===== config.mk =====
export PLATFORM = sky130hd
export DESIGN_NAME = mem_load_unit
export DESIGN_NICKNAME = d
export VERILOG_FILES = /design/src/rtl/mem_load_unit_pkg.sv /design/src/rtl/mem_load_unit_load_extract.sv /design/src/rtl/mem_load_unit.sv
export SDC_FILE = /design/constraint.sdc
export NUM_CORES = 1
export LEC_CHECK = 0
export BUFFER_PORTS_ARGS = -buffer_cell sky130_fd_sc_hd__clkbuf_2
export CAP_MARGIN = 40
export CORE_AREA = 2 2 105 97
export CTS_CLUSTER_SIZE = 20
export DETAILED_ROUTE_END_ITERATION = 12
export DIE_AREA = 0 0 107 99
export GPL_TIMING_DRIVEN = 1
export SYNTH_ARGS = -nofsm -noshare
export SYNTH_HDL_FRONTEND = slang
export SYNTH_SLANG_ARGS = --single-unit
export TNS_END_PERCENT = 100

===== constraint.sdc =====
create_clock -name iCLK -period 2.08 [get_ports iCLK]
set_clock_uncertainty 0.05 [all_clocks]
set_input_delay 0.104 -clock iCLK [delete_from_list [all_inputs] [get_ports iCLK]]
set_output_delay 0.104 -clock iCLK [all_outputs]
set_load 0.01 [all_outputs]

===== src/rtl/mem_load_unit_pkg.sv =====
// Shared load/store constants and load-FSM encodings for mem_load_unit.
// MEM_LOAD_MISALIGNED_EN turns misaligned LW/LH(U) offset 11 into two-beat split reads.
package mem_load_unit_pkg;

  localparam logic [2:0] FUNCT3_LB  = 3'b000;
  localparam logic [2:0] FUNCT3_LH  = 3'b001;
  localparam logic [2:0] FUNCT3_LW  = 3'b010;
  localparam logic [2:0] FUNCT3_LBU = 3'b100;
  localparam logic [2:0] FUNCT3_LHU = 3'b101;

  typedef logic [1:0] load_state_t;

  localparam load_state_t LD_IDLE  = 2'd0;
  localparam load_state_t LD_READ0 = 2'd1;
  localparam load_state_t LD_READ1 = 2'd2;
  localparam load_state_t LD_RESP  = 2'd3;

  // Bytes touched by the access before shifting by the address offset.
  function automatic logic [3:0] f_size_mask(input logic [2:0] funct3);
    case (funct3[1:0])
      2'b00:   return 4'b0001;
      2'b01:   return 4'b0011;
      default: return 4'b1111;
    endcase
  endfunction

`ifdef MEM_LOAD_MISALIGNED_EN
  function automatic logic f_is_split(input logic [2:0] funct3, input logic [1:0] offset);
    return ((funct3 == FUNCT3_LW) && (offset != 2'b00)) ||
           (((funct3 == FUNCT3_LH) || (funct3 == FUNCT3_LHU)) && (offset == 2'b11));
  endfunction
`endif

  function automatic logic f_is_fault(input logic [2:0] funct3, input logic [1:0] offset);
    logic illegal;
    logic misaligned;
    illegal = (funct3 == 3'b011) || (funct3 == 3'b110) || (funct3 == 3'b111);
    case (funct3)
      FUNCT3_LW:             misaligned = (offset != 2'b00);
      FUNCT3_LH, FUNCT3_LHU: misaligned = offset[0];
      default:               misaligned = 1'b0;
    endcase
`ifdef MEM_LOAD_MISALIGNED_EN
    return illegal || (misaligned && !f_is_split(funct3, offset));
`else
    return illegal || misaligned;
`endif
  endfunction

endpackage


===== src/rtl/mem_load_unit_load_extract.sv =====
// Combinational load alignment: shifts {hi,lo} by the byte offset and
// sign/zero-extends the selected byte, halfword or word.
module load_extract
  import mem_load_unit_pkg::*;
(
  input  logic [63:0] i_word,
  input  logic [1:0]  i_offset,
  input  logic [2:0]  i_funct3,
  output logic [31:0] o_result
);

  logic [31:0] w_shifted;

  assign w_shifted = 32'(i_word >> {i_offset, 3'b000});

  always_comb begin
    o_result = 32'd0;
    case (i_funct3)
      FUNCT3_LB:  o_result = {{24{w_shifted[7]}}, w_shifted[7:0]};
      FUNCT3_LH:  o_result = {{16{w_shifted[15]}}, w_shifted[15:0]};
      FUNCT3_LW:  o_result = w_shifted;
      FUNCT3_LBU: o_result = {24'd0, w_shifted[7:0]};
      FUNCT3_LHU: o_result = {16'd0, w_shifted[15:0]};
      default:    o_result = 32'd0;
    endcase
  end

endmodule


===== src/rtl/mem_load_unit.sv =====
// Load unit: word-aligned memory read, then extract/extend per funct3.
// MEM_LOAD_MISALIGNED_EN enables two-beat split reads (READ1) for misaligned loads.
//
// state | meaning
// IDLE  | ready for a request; faulting requests go straight to RESP
// READ0 | read strobe on the first (or only) word, wait for data
// READ1 | read strobe on the following word (split accesses only)
// RESP  | one-cycle response pulse, result/fault from registers
module mem_load_unit
  import mem_load_unit_pkg::*;
(
  input  logic        iCLK,
  input  logic        iRST,
  input  logic        iReqValid,
  output logic        oReqReady,
  input  logic [31:0] iAddress,
  input  logic [2:0]  iFunct3,
  output logic        oMemRead,
  output logic [31:0] oMemAddress,
  output logic [3:0]  oMemByteEnable,
  input  logic        iMemDataValid,
  input  logic [31:0] iMemData,
  output logic        oRespValid,
  output logic [31:0] oData,
  output logic        oFault
);

  load_state_t r_state;
  logic [31:0] r_addr;
  logic [2:0]  r_funct3;
  logic [31:0] r_data;
  logic        r_fault;

  logic [63:0] w_ext_word;
  logic [31:0] w_ext_result;
  logic [7:0]  w_be8;
  logic [31:0] w_word_addr;

`ifdef MEM_LOAD_MISALIGNED_EN
  logic [31:0] r_lo;
  assign w_ext_word = (r_state == LD_READ1) ? {iMemData, r_lo} : {32'd0, iMemData};
`else
  assign w_ext_word = {32'd0, iMemData};
`endif

  load_extract u_load_extract (
    .i_word   (w_ext_word),
    .i_offset (r_addr[1:0]),
    .i_funct3 (r_funct3),
    .o_result (w_ext_result)
  );

  // Low nibble enables the first word, high nibble the spill into the next.
  assign w_be8       = {4'b0000, f_size_mask(r_funct3)} << r_addr[1:0];
  assign w_word_addr = {r_addr[31:2], 2'b00};

  always_comb begin
    oMemRead       = 1'b0;
    oMemAddress    = 32'd0;
    oMemByteEnable = 4'd0;
    case (r_state)
      LD_READ0: begin
        oMemRead       = 1'b1;
        oMemAddress    = w_word_addr;
        oMemByteEnable = w_be8[3:0];
      end
`ifdef MEM_LOAD_MISALIGNED_EN
      LD_READ1: begin
        oMemRead       = 1'b1;
        oMemAddress    = w_word_addr + 32'd4;
        oMemByteEnable = w_be8[7:4];
      end
`endif
      default: ;
    endcase
  end

  assign oReqReady  = (r_state == LD_IDLE);
  assign oRespValid = (r_state == LD_RESP);
  assign oFault     = (r_state == LD_RESP) && r_fault;
  assign oData      = r_data;

  always_ff @(posedge iCLK) begin
    if (iRST) begin
      r_state  <= LD_IDLE;
      r_addr   <= 32'd0;
      r_funct3 <= 3'd0;
      r_data   <= 32'd0;
      r_fault  <= 1'b0;
`ifdef MEM_LOAD_MISALIGNED_EN
      r_lo     <= 32'd0;
`endif
    end else begin
      case (r_state)
        LD_IDLE: begin
          if (iReqValid) begin
            r_addr   <= iAddress;
            r_funct3 <= iFunct3;
            if (f_is_fault(iFunct3, iAddress[1:0])) begin
              r_fault <= 1'b1;
              r_data  <= 32'd0;
              r_state <= LD_RESP;
            end else begin
              r_fault <= 1'b0;
              r_state <= LD_READ0;
            end
          end
        end
        LD_READ0: begin
          if (iMemDataValid) begin
`ifdef MEM_LOAD_MISALIGNED_EN
            if (f_is_split(r_funct3, r_addr[1:0])) begin
              r_lo    <= iMemData;
              r_state <= LD_READ1;
            end else begin
              r_data  <= w_ext_result;
              r_state <= LD_RESP;
            end
`else
            r_data  <= w_ext_result;
            r_state <= LD_RESP;
`endif
          end
        end
`ifdef MEM_LOAD_MISALIGNED_EN
        LD_READ1: begin
          if (iMemDataValid) begin
            r_data  <= w_ext_result;
            r_state <= LD_RESP;
          end
        end
`endif
        LD_RESP: r_state <= LD_IDLE;
        default: r_state <= LD_IDLE;
      endcase
    end
  end

endmodule

==> results of run 1 <==
-- layer usage --
metal / routed length [um] / global-route usage [%]
met5: 0 / 0
met4: 168 / 6.39
met3: 482 / 3.31
met2: 4960 / 31.7
met1: 4510 / 24.9
-- layout make-up --
type                            instances  area [um2]
Inverter                                2        7.51
Tap cell                              126         158
Fill cell                             946        4770
Multi-Input combinational cell        286        1690
Clock inverter                          7        98.8
Sequential cell                        70        1400
Timing Repair Buffer                  195        1230
Clock buffer                            9         124
-- Yosys cell counts (3+ instances only) --
| library cell | n |
|---|---|
| a211o_1 | 15 |
| a31oi_1 | 8 |
| nand2b_1 | 3 |
| clkbuf_1 | 21 |
| o2bb2ai_1 | 7 |
| nor2_1 | 19 |
| o21ai_0 | 3 |
| buf_4 | 3 |
| nor2b_1 | 9 |
| mux2i_1 | 15 |
| buf_2 | 5 |
| a21oi_1 | 38 |
| nand2_1 | 95 |
| a221o_1 | 8 |
| dfxtp_1 | 70 |
| and2_1 | 31 |
| buf_1 | 3 |
| nor3_1 | 4 |
| a32oi_1 | 7 |
-- per-stage QoR --
stage	power, mW	cell area (um2)	cells	setup WS [ns]	hold WS [ns]
2_1_floorplan	1.86	3260	392	0.314	0.190
3_3_place_gp	2.07	4060	636	0.209	0.278
3_5_place_dp	2.08	4060	636	0.102	0.283
4_1_cts	3.37	4710	695	0.0194	0.0491
5_1_grt	3.50	4710	695	0.0511	0.0619
6_report	3.33	4710	695	0.165	0.0752
-- worst max-delay path, stage by stage --
cell	delay [ns]
dlygate4sd3_1	0.55
clkbuf_2	0.13
or4_4	0.53
a32oi_4	0.24
and2b_2	0.38
a221o_1	0.21
-- worst max-delay path by stage --
stage / endpoint / slack, ns / cells past startpoint
finish: oData[25]$_SDFFE_PP0P_ / 0.17 / 6
detailed placement: oData[25]$_SDFFE_PP0P_ / 0.10 / 5
floorplan: oData[30]$_SDFFE_PP0P_ / 0.31 / 7
CTS: oData[25]$_SDFFE_PP0P_ / 0.02 / 6
global placement: oData[27]$_SDFFE_PP0P_ / 0.21 / 5
global route: oMemAddress[19] / 0.05 / 5
-- flip-flops by register name, summed over array words and instances, names as in the netlist --
name	count
oData	32
r_addr	32
r_funct3	3
r_state	2
r_fault	1
-- timing repair --
action | CTS | global route
hold buffers | 43 | 0
resized for setup | 0 | 2
endpoints found under the setup margin | 0 | 46
endpoints found under the hold margin | 43 | 0
-- report_power, final --
group | internal [mW] | leakage, nW | switching (mW)
registers | 1.42 | 0.571 | 0.0543
clock network | 0.679 | 0.109 | 0.534
logic | 0.289 | 1.48 | 0.352
-- kinds of logic (layout without fill, tap and decap cells) --
| family | after synthesis | in the layout | share of synthesized area (%) |
|---|---|---|---|
| buffers and inverters | 36 | 213 | 5.27 |
| DFF | 70 | 70 | 43.1 |
| muxes | 17 | 17 | 5.65 |
| AOI/OAI and AO/OA | 95 | 95 | 21.6 |
| other | 1 | 2 | 0.115 |
| and+or+nand+nor | 172 | 172 | 24.3 |
==> results.ini, run 1 <==
[power]
total_leakage_power_nw=2.16
p_per_area_mw_per_mm2=706
max-vdd-ir-drop_mv=0.356

[clock_tree]
cts_setup_buffers=0
cts_sinks=70
path_clk_slew_ns=0.08
root_buffer=clkbuf_8
clkLatencyLatePin_ns=0.35
cts.path.max_buffers=2
cts_buffers=9
cts_max_level=3
tritoncts=yes

[routing]
detailroute.via_count=3415
antenna_left=0
firstDrtPassIters=4
initialDrtViolationCount=115
viasPerCell=4.91
drt_wl_total_mm=10.1
drc=0
wl_per_cell_um=14.6

[die]
initial_core_util_pct=34.3
die-area_mm2=0.0106
ioPinCount=143
fp-row-count=34
dieHeight_um=99
coreArea_mm2=0.00949
dieWidth_um=107

[global_routing]
grt_max_degree=37
grt_pass1_wl_mm=16.0
track_usage_pct=19.0
grt_overflow_total=0
grt_pass1_vias=3213
antenna_found_initial=0

[finish]
antenna_cells=0
final_nets=635
final_common_cell=clkbuf_2
final_cell_mix=140 x clkbuf_2, 95 x nand2_1, 70 x dfxtp_1
areaGrowthSynthToFinish_pct=44.9
utilization_pct=49.7
drive_gt1_share_pct=30.9

[yosys]
yosys_warnings=0
synthTopCellsByArea=dfxtp_1 43%, nand2_1 11%, and2_1 6.0%
yosysTopAreaCell=dfxtp_1
synth-edff-count=0
netlist_area_mm2=0.00325
syn_area_per_cell_um2=8.32
synth-seq-area-share_pct=43.1
synth-main-ff-cell=dfxtp_1
ys_types=41
syn_inst=391
ys_ff_latch=70
synthArstFlopShare_pct=0
post-synth-top-area-fraction_pct=43.1

[critical_path]
r2r_slack_ns=0.20
cp-start-kind=input pin
crit_fanout=16
cp.arrival_ns=2.15
criticalPathCategory=input pin to flip-flop
r2r-end=oData[25]$_SDFFE_PP0P_
startpoint=iAddress[0]
endpoint_kind=flip-flop
reg2reg_depth=5
crit_required_ns=2.32
r2r_start=r_addr[1]$_SDFFE_PP0P_

[sta]
setup_violations=0
min_period_ns=1.91
finalHoldViolations=0
relSlewSlack_pct=62.6
min_period_over_period_pct=92.1
rsz0062_at_grt=no
tns_ns=0
worst_pin_slew_ns=0.559
maxSlewViolCount=0
timing.fmax_mhz=522

[placed_design]
gp_congestion=0.856
io_buffer_count=140
post-dp-hpwl_mm=7.25

[run]
maxCapViolCount=0

[hold_path]
hold_path_depth=2
worstHoldStart=iRST
hold_class=input pin to flip-flop
holdPathEnd=oData[2]$_SDFFE_PP0P_

[outcome]
outcome=complete, no violations

Note: power is estimated with default switching activity, not from simulation.
==> run 2: changes to the inputs <==
--- a/config.mk
+++ b/config.mk
@@ -5,13 +5,15 @@
 export SDC_FILE = /design/constraint.sdc
 export NUM_CORES = 1
 export LEC_CHECK = 0
-export BUFFER_PORTS_ARGS = -buffer_cell sky130_fd_sc_hd__clkbuf_2
 export CAP_MARGIN = 40
 export CORE_AREA = 2 2 105 97
+export CTS_BUF_LIST = sky130_fd_sc_hd__clkbuf_4 sky130_fd_sc_hd__clkbuf_8
 export CTS_CLUSTER_SIZE = 20
 export DETAILED_ROUTE_END_ITERATION = 12
 export DIE_AREA = 0 0 107 99
+export DONT_BUFFER_PORTS = 1
 export GPL_TIMING_DRIVEN = 1
+export PLACE_DENSITY = 0.59
 export SYNTH_ARGS = -nofsm -noshare
 export SYNTH_HDL_FRONTEND = slang
 export SYNTH_SLANG_ARGS = --single-unit
==> run 2 against run 1 <==
The run now ends with negative hold slack left; highest routed layer unchanged; cell count shrank 19%; sequential power is essentially flat; design area shrank 12%; register-to-register slack lost 0.05 ns; setup slack lost 0.014 ns; power grew 1.6%; flip-flop and latch count is the same.
==> results.ini, run 2 (synthesized netlist as in run 1, its figures left out) <==
[clock_tree]
path_clk_slew_ns=0.07  ; was 0.08 ns
cts_sinks=70  ; unchanged
cts_buffers=9  ; unchanged
tritoncts=yes  ; unchanged
cts_max_level=3  ; unchanged
cts.path.max_buffers=2  ; unchanged
clkLatencyLatePin_ns=0.34  ; was 0.35 ns
root_buffer=clkbuf_8  ; unchanged

[power]
max-vdd-ir-drop_mv=0.318  ; was 0.356 mV
total_leakage_power_nw=1.60  ; was 2.16 nW
p_per_area_mw_per_mm2=819  ; was 706 mW/mm2

[hold_path]
hold_class=input pin to flip-flop  ; unchanged
worstHoldStart=iReqValid  ; was iRST
holdPathEnd=r_state[0]$_SDFFE_PP0P_  ; was oData[2]$_SDFFE_PP0P_
hold_path_depth=2  ; unchanged

[global_routing]
grt_max_degree=55  ; was 37
grt_pass1_wl_mm=15.2  ; was 16.0 mm
track_usage_pct=18.5  ; was 19.0%
grt_pass1_vias=2874  ; was 3213
antenna_found_initial=0  ; unchanged
grt_overflow_total=0  ; unchanged

[finish]
areaGrowthSynthToFinish_pct=27.0  ; was 44.9%
final_cell_mix=94 x nand2_1, 70 x dfxtp_1, 45 x dlygate4sd3_1  ; was 140 x clkbuf_2, 95 x nand2_1, 70 x dfxtp_1
antenna_cells=0  ; unchanged
final_common_cell=nand2_1  ; was clkbuf_2
drive_gt1_share_pct=9.20  ; was 30.9%
final_nets=501  ; was 635

[critical_path]
endpoint_kind=flip-flop  ; unchanged
r2r-end=oData[24]$_SDFFE_PP0P_  ; was oData[25]$_SDFFE_PP0P_
reg2reg_depth=5  ; unchanged
max_stage_delay_ns=0.46  ; was 0.55 ns
crit_buf_inv=1  ; was 2
cp-start-kind=flip-flop  ; was input pin
criticalPathCategory=flip-flop to flip-flop  ; was input pin to flip-flop
r2r_slack_ns=0.15  ; was 0.20 ns
crit_fanout=16  ; unchanged
critPathTopFamily=compound AO/OA/AOI/OAI gates  ; was simple AND/OR/NAND/NOR gates
r2r_start=r_addr[1]$_SDFFE_PP0P_  ; unchanged
cp_cell_sequence=mux2_2 > o21ai_0 > a2111oi_4 > buf_12 > a221o_1  ; was dlygate4sd3_1 > clkbuf_2 > or4_4 > a32oi_4 > and2b_2 > a221o_1
cp.arrival_ns=2.10  ; was 2.15 ns
crit_required_ns=2.26  ; was 2.32 ns
slowest_stage=dfxtp_1  ; was dlygate4sd3_1

[placed_design]
io_buffer_count=0  ; was 140
post-dp-hpwl_mm=6.75  ; was 7.25 mm
place_ws_ns=0.0102  ; was 0.102 ns
gp_congestion=0.816  ; was 0.856

[routing]
drt_wl_total_mm=9.77  ; was 10.1 mm
antenna_left=0  ; unchanged
initialDrtViolationCount=122  ; was 115
wl_per_cell_um=17.4  ; was 14.6 um
drc=0  ; unchanged
firstDrtPassIters=4  ; unchanged
detailroute.via_count=2950  ; was 3415
viasPerCell=5.26  ; was 4.91

[run]
maxCapViolCount=0  ; unchanged

[sta]
hold_ws_ns=-0.000698  ; was 0.0752 ns
relSlewSlack_pct=64.9  ; was 62.6%
setup_violations=0  ; unchanged
rsz0062_at_grt=no  ; unchanged
worst_pin_slew_ns=0.525  ; was 0.559 ns
finalHoldViolations=1  ; was 0
maxSlewViolCount=0  ; unchanged
tns_ns=0  ; unchanged
timing.fmax_mhz=518  ; was 522 MHz
min_period_over_period_pct=92.7  ; was 92.1%
setup_slack_ns=0.151  ; was 0.165 ns
min_period_ns=1.93  ; was 1.91 ns

[die]
dieHeight_um=99  ; unchanged
initial_core_util_pct=34.3  ; unchanged
die-area_mm2=0.0106  ; unchanged
fp-row-count=34  ; unchanged
ioPinCount=143  ; unchanged
coreArea_mm2=0.00949  ; unchanged
dieWidth_um=107  ; unchanged

[outcome]
violations=negative hold slack
outcome=complete, but fails checks  ; was complete, no violations

run 2: cell types whose count changed in the layout (fill, tap and decap cells not counted), sizes merged:
cell	delta
buf	+4
bufinv	+1
clkbuf	-138
clkinv	-2
dlygate4sd3	+2
inv	-1
run 2: layout make-up:
| type | count | area [um2] |
|---|---|---|
| repair buffers | 61 | 619 |
| fillers | 948 | 5360 |
| well taps | 126 | 158 |
| inverters | 2 | 7.51 |
| clock inverters | 5 | 106 |
| multi-input cells | 286 | 1690 |
| clock buffers | 11 | 145 |
| flip-flops and latches | 70 | 1400 |
run 2: per-stage QoR:
step | cell area [um2] | utilization [%] | power (mW) | hold WS [ns] | cells
final | 4130 | 43.6 | 3.38 | -0.000698 | 561
after detailed placement | 3370 | 35.6 | 1.95 | 0.132 | 498
after global routing | 4130 | 43.6 | 3.53 | 0.0237 | 561
after CTS | 4120 | 43.5 | 3.42 | 0.0000551 | 561
after floorplan | 3260 | - | 1.86 | 0.190 | 392
after global placement | 3370 | 35.6 | 1.93 | 0.132 | 498
run 2: worst register-to-register path: stages, from the launching register on:
cell and delay, ns:
dfxtp_1 0.46, mux2_2 0.39, o21ai_0 0.35, a2111oi_4 0.14, buf_12 0.17, a221o_1 0.26
run 2: how the worst max path moves through the flow:
stage	slack (ns)	cells after the start	from	endpoint
2_1_floorplan	0.31	7	r_state[1]$_SDFFE_PP0P_	oData[30]$_SDFFE_PP0P_
3_3_place_gp	0.12	4	r_addr[1]$_SDFFE_PP0P_	oData[27]$_SDFFE_PP0P_
3_5_place_dp	0.01	4	r_addr[1]$_SDFFE_PP0P_	oData[24]$_SDFFE_PP0P_
4_1_cts	0.09	6	r_state[1]$_SDFFE_PP0P_	r_addr[11]$_SDFFE_PP0P_
5_1_grt	0.02	4	r_state[1]$_SDFFE_PP0P_	oMemAddress[4]
6_report	0.15	5	r_addr[1]$_SDFFE_PP0P_	oData[24]$_SDFFE_PP0P_
run 2: per-layer routing:
layer | vias up | GRT usage [%] | routed length, um
li1 | 1429 | - | -
met1 | 1406 | 22.4 | 4150
met2 | 94 | 29.2 | 4640
met3 | 21 | 5.75 | 703
met4 | 0 | 9.99 | 271
met5 | - | 0 | 0
run 2: where the power goes:
part	total, mW	switching (mW)	internal (mW)
sequential	1.50	0.0729	1.42
combinational	0.518	0.289	0.229
clock	1.37	0.525	0.845
total	3.38	0.887	2.50
run 2: what timing repair did:
action                                  in CTS  in global routing
gates resized for setup                      0                  3
pin swaps                                    1                  0
endpoints found under the setup margin       6                  9
setup buffers                                1                  0
hold endpoints to repair                    64                  0
hold buffers                                46                  0
==> run 3: changes to the inputs <==
--- a/config.mk
+++ b/config.mk
@@ -6,11 +6,11 @@
 export NUM_CORES = 1
 export LEC_CHECK = 0
 export CAP_MARGIN = 40
-export CORE_AREA = 2 2 105 97
+export CORE_AREA = 2 2 72 142
 export CTS_BUF_LIST = sky130_fd_sc_hd__clkbuf_4 sky130_fd_sc_hd__clkbuf_8
 export CTS_CLUSTER_SIZE = 20
 export DETAILED_ROUTE_END_ITERATION = 12
-export DIE_AREA = 0 0 107 99
+export DIE_AREA = 0 0 74 144
 export DONT_BUFFER_PORTS = 1
 export GPL_TIMING_DRIVEN = 1
 export PLACE_DENSITY = 0.59
==> run 3 against run 2 <==
The flow now finishes without violations; clock power is 32% lower; via count is 2.2% higher; power is 13% lower; non-clock buffer count is 10 higher; combinational power hardly changed; register-to-register slack worse by 0.04 ns; sequential share of layout area is 0.11 points higher; critical path depth stayed put; sequential power hardly changed; count of clock-buffer cells in the layout is 1 lower; cell count is 2.7% higher; wire length is 6.2% higher; highest routed layer unchanged.
==> results.ini, run 3 (synthesized netlist as in run 1, its figures left out) <==
[outcome]
outcome=complete, no violations  ; was complete, but fails checks

[finish]
antenna_cells=0  ; unchanged
areaGrowthSynthToFinish_pct=26.5  ; was 27.0%
fin_area_mm2=0.00412  ; was 0.00413 mm2
nFillCells=959  ; was 948
final_cell_mix=95 x nand2_1, 70 x dfxtp_1, 56 x dlygate4sd3_1  ; was 94 x nand2_1, 70 x dfxtp_1, 45 x dlygate4sd3_1
final_common_cell=nand2_1  ; unchanged
drive_gt1_share_pct=8.56  ; was 9.20%
final_nets=511  ; was 501

[critical_path]
crit_required_ns=2.26  ; about the same
cp_cell_sequence=mux4_2 > nand2b_1 > a2111oi_4 > buf_4 > a221o_1  ; was mux2_2 > o21ai_0 > a2111oi_4 > buf_12 > a221o_1
r2r_slack_ns=0.12  ; was 0.15 ns
cp-start-kind=flip-flop  ; unchanged
cp.arrival_ns=2.15  ; was 2.10 ns
endpoint_kind=flip-flop  ; unchanged
reg2reg_depth=5  ; unchanged
slowest_stage=mux4_2  ; was dfxtp_1
crit_buf_inv=1  ; unchanged
crit_fanout=16  ; unchanged
criticalPathCategory=flip-flop to flip-flop  ; unchanged
critPathTopFamily=multiplexers  ; was compound AO/OA/AOI/OAI gates
max_stage_delay_ns=0.58  ; was 0.46 ns
r2r-end=oData[29]$_SDFFE_PP0P_  ; was oData[24]$_SDFFE_PP0P_
r2r_start=r_addr[1]$_SDFFE_PP0P_  ; unchanged

[sta]
timing.fmax_mhz=509  ; was 518 MHz
finalHoldViolations=0  ; was 1
min_period_ns=1.96  ; was 1.93 ns
maxSlewViolCount=0  ; unchanged
rsz0062_at_grt=no  ; unchanged
min_period_over_period_pct=94.5  ; was 92.7%
setup_violations=0  ; unchanged
tns_ns=0  ; unchanged

[die]
die-area_mm2=0.0107  ; was 0.0106 mm2
ioPinCount=143  ; unchanged
dieHeight_um=144  ; was 99 um
dieWidth_um=74  ; was 107 um
fp-row-count=51  ; was 34
coreArea_mm2=0.00964  ; was 0.00949 mm2
initial_core_util_pct=33.8  ; was 34.3%

[routing]
drc=0  ; unchanged
dr_wl_met3_um=726  ; was 703 um
viasPerCell=5.23  ; was 5.26
antenna_left=0  ; unchanged
initialDrtViolationCount=102  ; was 122
firstDrtPassIters=4  ; unchanged
detailroute.via_count=3015  ; was 2950
wl_met2_mm=5.59  ; was 4.64 mm
wl_met1_mm=3.40  ; was 4.15 mm
maxUsedRoutingLayer=met4  ; unchanged
wl_per_cell_um=18.0  ; was 17.4 um
drt_wl_total_mm=10.4  ; was 9.77 mm

[clock_tree]
cts.path.max_buffers=2  ; unchanged
clkLatencyLatePin_ns=0.34  ; about the same
cts_buffers=9  ; unchanged
path_clk_slew_ns=0.07  ; about the same
tritoncts=yes  ; unchanged
cts_max_level=3  ; unchanged
cts_sinks=70  ; unchanged
root_buffer=clkbuf_8  ; unchanged

[placed_design]
io_buffer_count=0  ; unchanged
placed_area_mm2=0.00337  ; about the same
post-dp-hpwl_mm=7.33  ; was 6.75 mm
gp_congestion=0.841  ; was 0.816

[run]
maxCapViolCount=0  ; unchanged

[power]
max-vdd-ir-drop_mv=0.376  ; was 0.318 mV
p_per_area_mw_per_mm2=715  ; was 819 mW/mm2
finalPower_mw=2.94  ; was 3.38 mW
total_leakage_power_nw=1.59  ; was 1.60 nW

[global_routing]
track_usage_pct=19.5  ; was 18.5%
grt_max_degree=55  ; unchanged
grt_pass1_vias=2945  ; was 2874
grt_overflow_total=0  ; unchanged
grt_pass1_wl_mm=15.3  ; was 15.2 mm
antenna_found_initial=0  ; unchanged

[hold_path]
worstHoldStart=iMemData[10]  ; was iReqValid
hold_path_depth=3  ; was 2
holdPathEnd=oData[2]$_SDFFE_PP0P_  ; was r_state[0]$_SDFFE_PP0P_
hold_class=input pin to flip-flop  ; unchanged

==> run 3: cell count changes in the layout (fill, tap and decap cells not counted) <==
cell           previous run  this run
clkinv_1                  1         0
bufinv_16                 3         0
nand2_2                   1         0
buf_4                    12        13
clkinvlp_4                1         2
nand2_1                  94        95
dlygate4sd3_1            45        56
clkinv_2                  0         4
clkinv_4                  1         0
buf_12                    2         1
clkbuf_8                 10         9
buf_16                    1         0
==> run 3: worst max-delay path by stage <==
stage	start	end	slack, ns	depth (start not counted)
floorplan	r_state[1]$_SDFFE_PP0P_	oData[30]$_SDFFE_PP0P_	0.31	7
global placement	r_addr[1]$_SDFFE_PP0P_	oData[29]$_SDFFE_PP0P_	0.18	5
detailed placement	r_state[1]$_SDFFE_PP0P_	oData[29]$_SDFFE_PP0P_	0.11	5
CTS	r_state[1]$_SDFFE_PP0P_	oData[29]$_SDFFE_PP0P_	0.09	5
global route	r_state[1]$_SDFFE_PP0P_	oMemAddress[20]	0.008	4
finish	r_addr[1]$_SDFFE_PP0P_	oData[29]$_SDFFE_PP0P_	0.12	5
==> run 3: tightest hold or removal path, delay by kind of cell <==
family          cells  cell delay (ns)
compound gates      2             0.19
simple gates        1             0.08
==> run 3: timing repair <==
item                                    4_1_cts  5_1_grt
setup buffers                                 0        0
hold endpoints to repair                     63        0
gates resized for setup                       0        3
hold buffers                                 57        0
endpoints found under the setup margin        0       47
==> run 3: stage by stage <==
| step | cells | worst slack, ns | hold slack, ns | util, % |
|---|---|---|---|---|
| after global routing | 576 | 0.00828 | 0.0197 | 42.7 |
| after global placement | 504 | 0.178 | 0.134 | 35.0 |
| after floorplan | 392 | 0.314 | 0.190 | - |
| final | 576 | 0.115 | 0.0201 | 42.7 |
| after CTS | 576 | 0.0893 | 0.00273 | 42.6 |
| after detailed placement | 504 | 0.114 | 0.134 | 35.0 |
==> run 3: area by class of cell <==
type / instances / area (um2) / area share, %
repair buffers: 71 / 689 / 16.7
flip-flops and latches: 70 / 1400 / 34.0
clock inverters: 5 / 27.5 / 0.668
multi-input cells: 286 / 1690 / 41.1
clock buffers: 10 / 131 / 3.19
inverters: 2 / 11.3 / 0.273
well taps: 132 / 165 / 4.01
==> run 3: routing by layer <==
metal	GRT usage, %	up-vias
met5	0	-
met4	13.6	0
met1	17.9	1399
met3	6.20	33
met2	34.9	129
li1	-	1454
==> run 3: power by group <==
group / switching [mW] / internal [mW] / leakage (nW)
registers: 0.0739 / 1.42 / 0.571
logic: 0.287 / 0.231 / 0.936
clock network: 0.499 / 0.431 / 0.0851
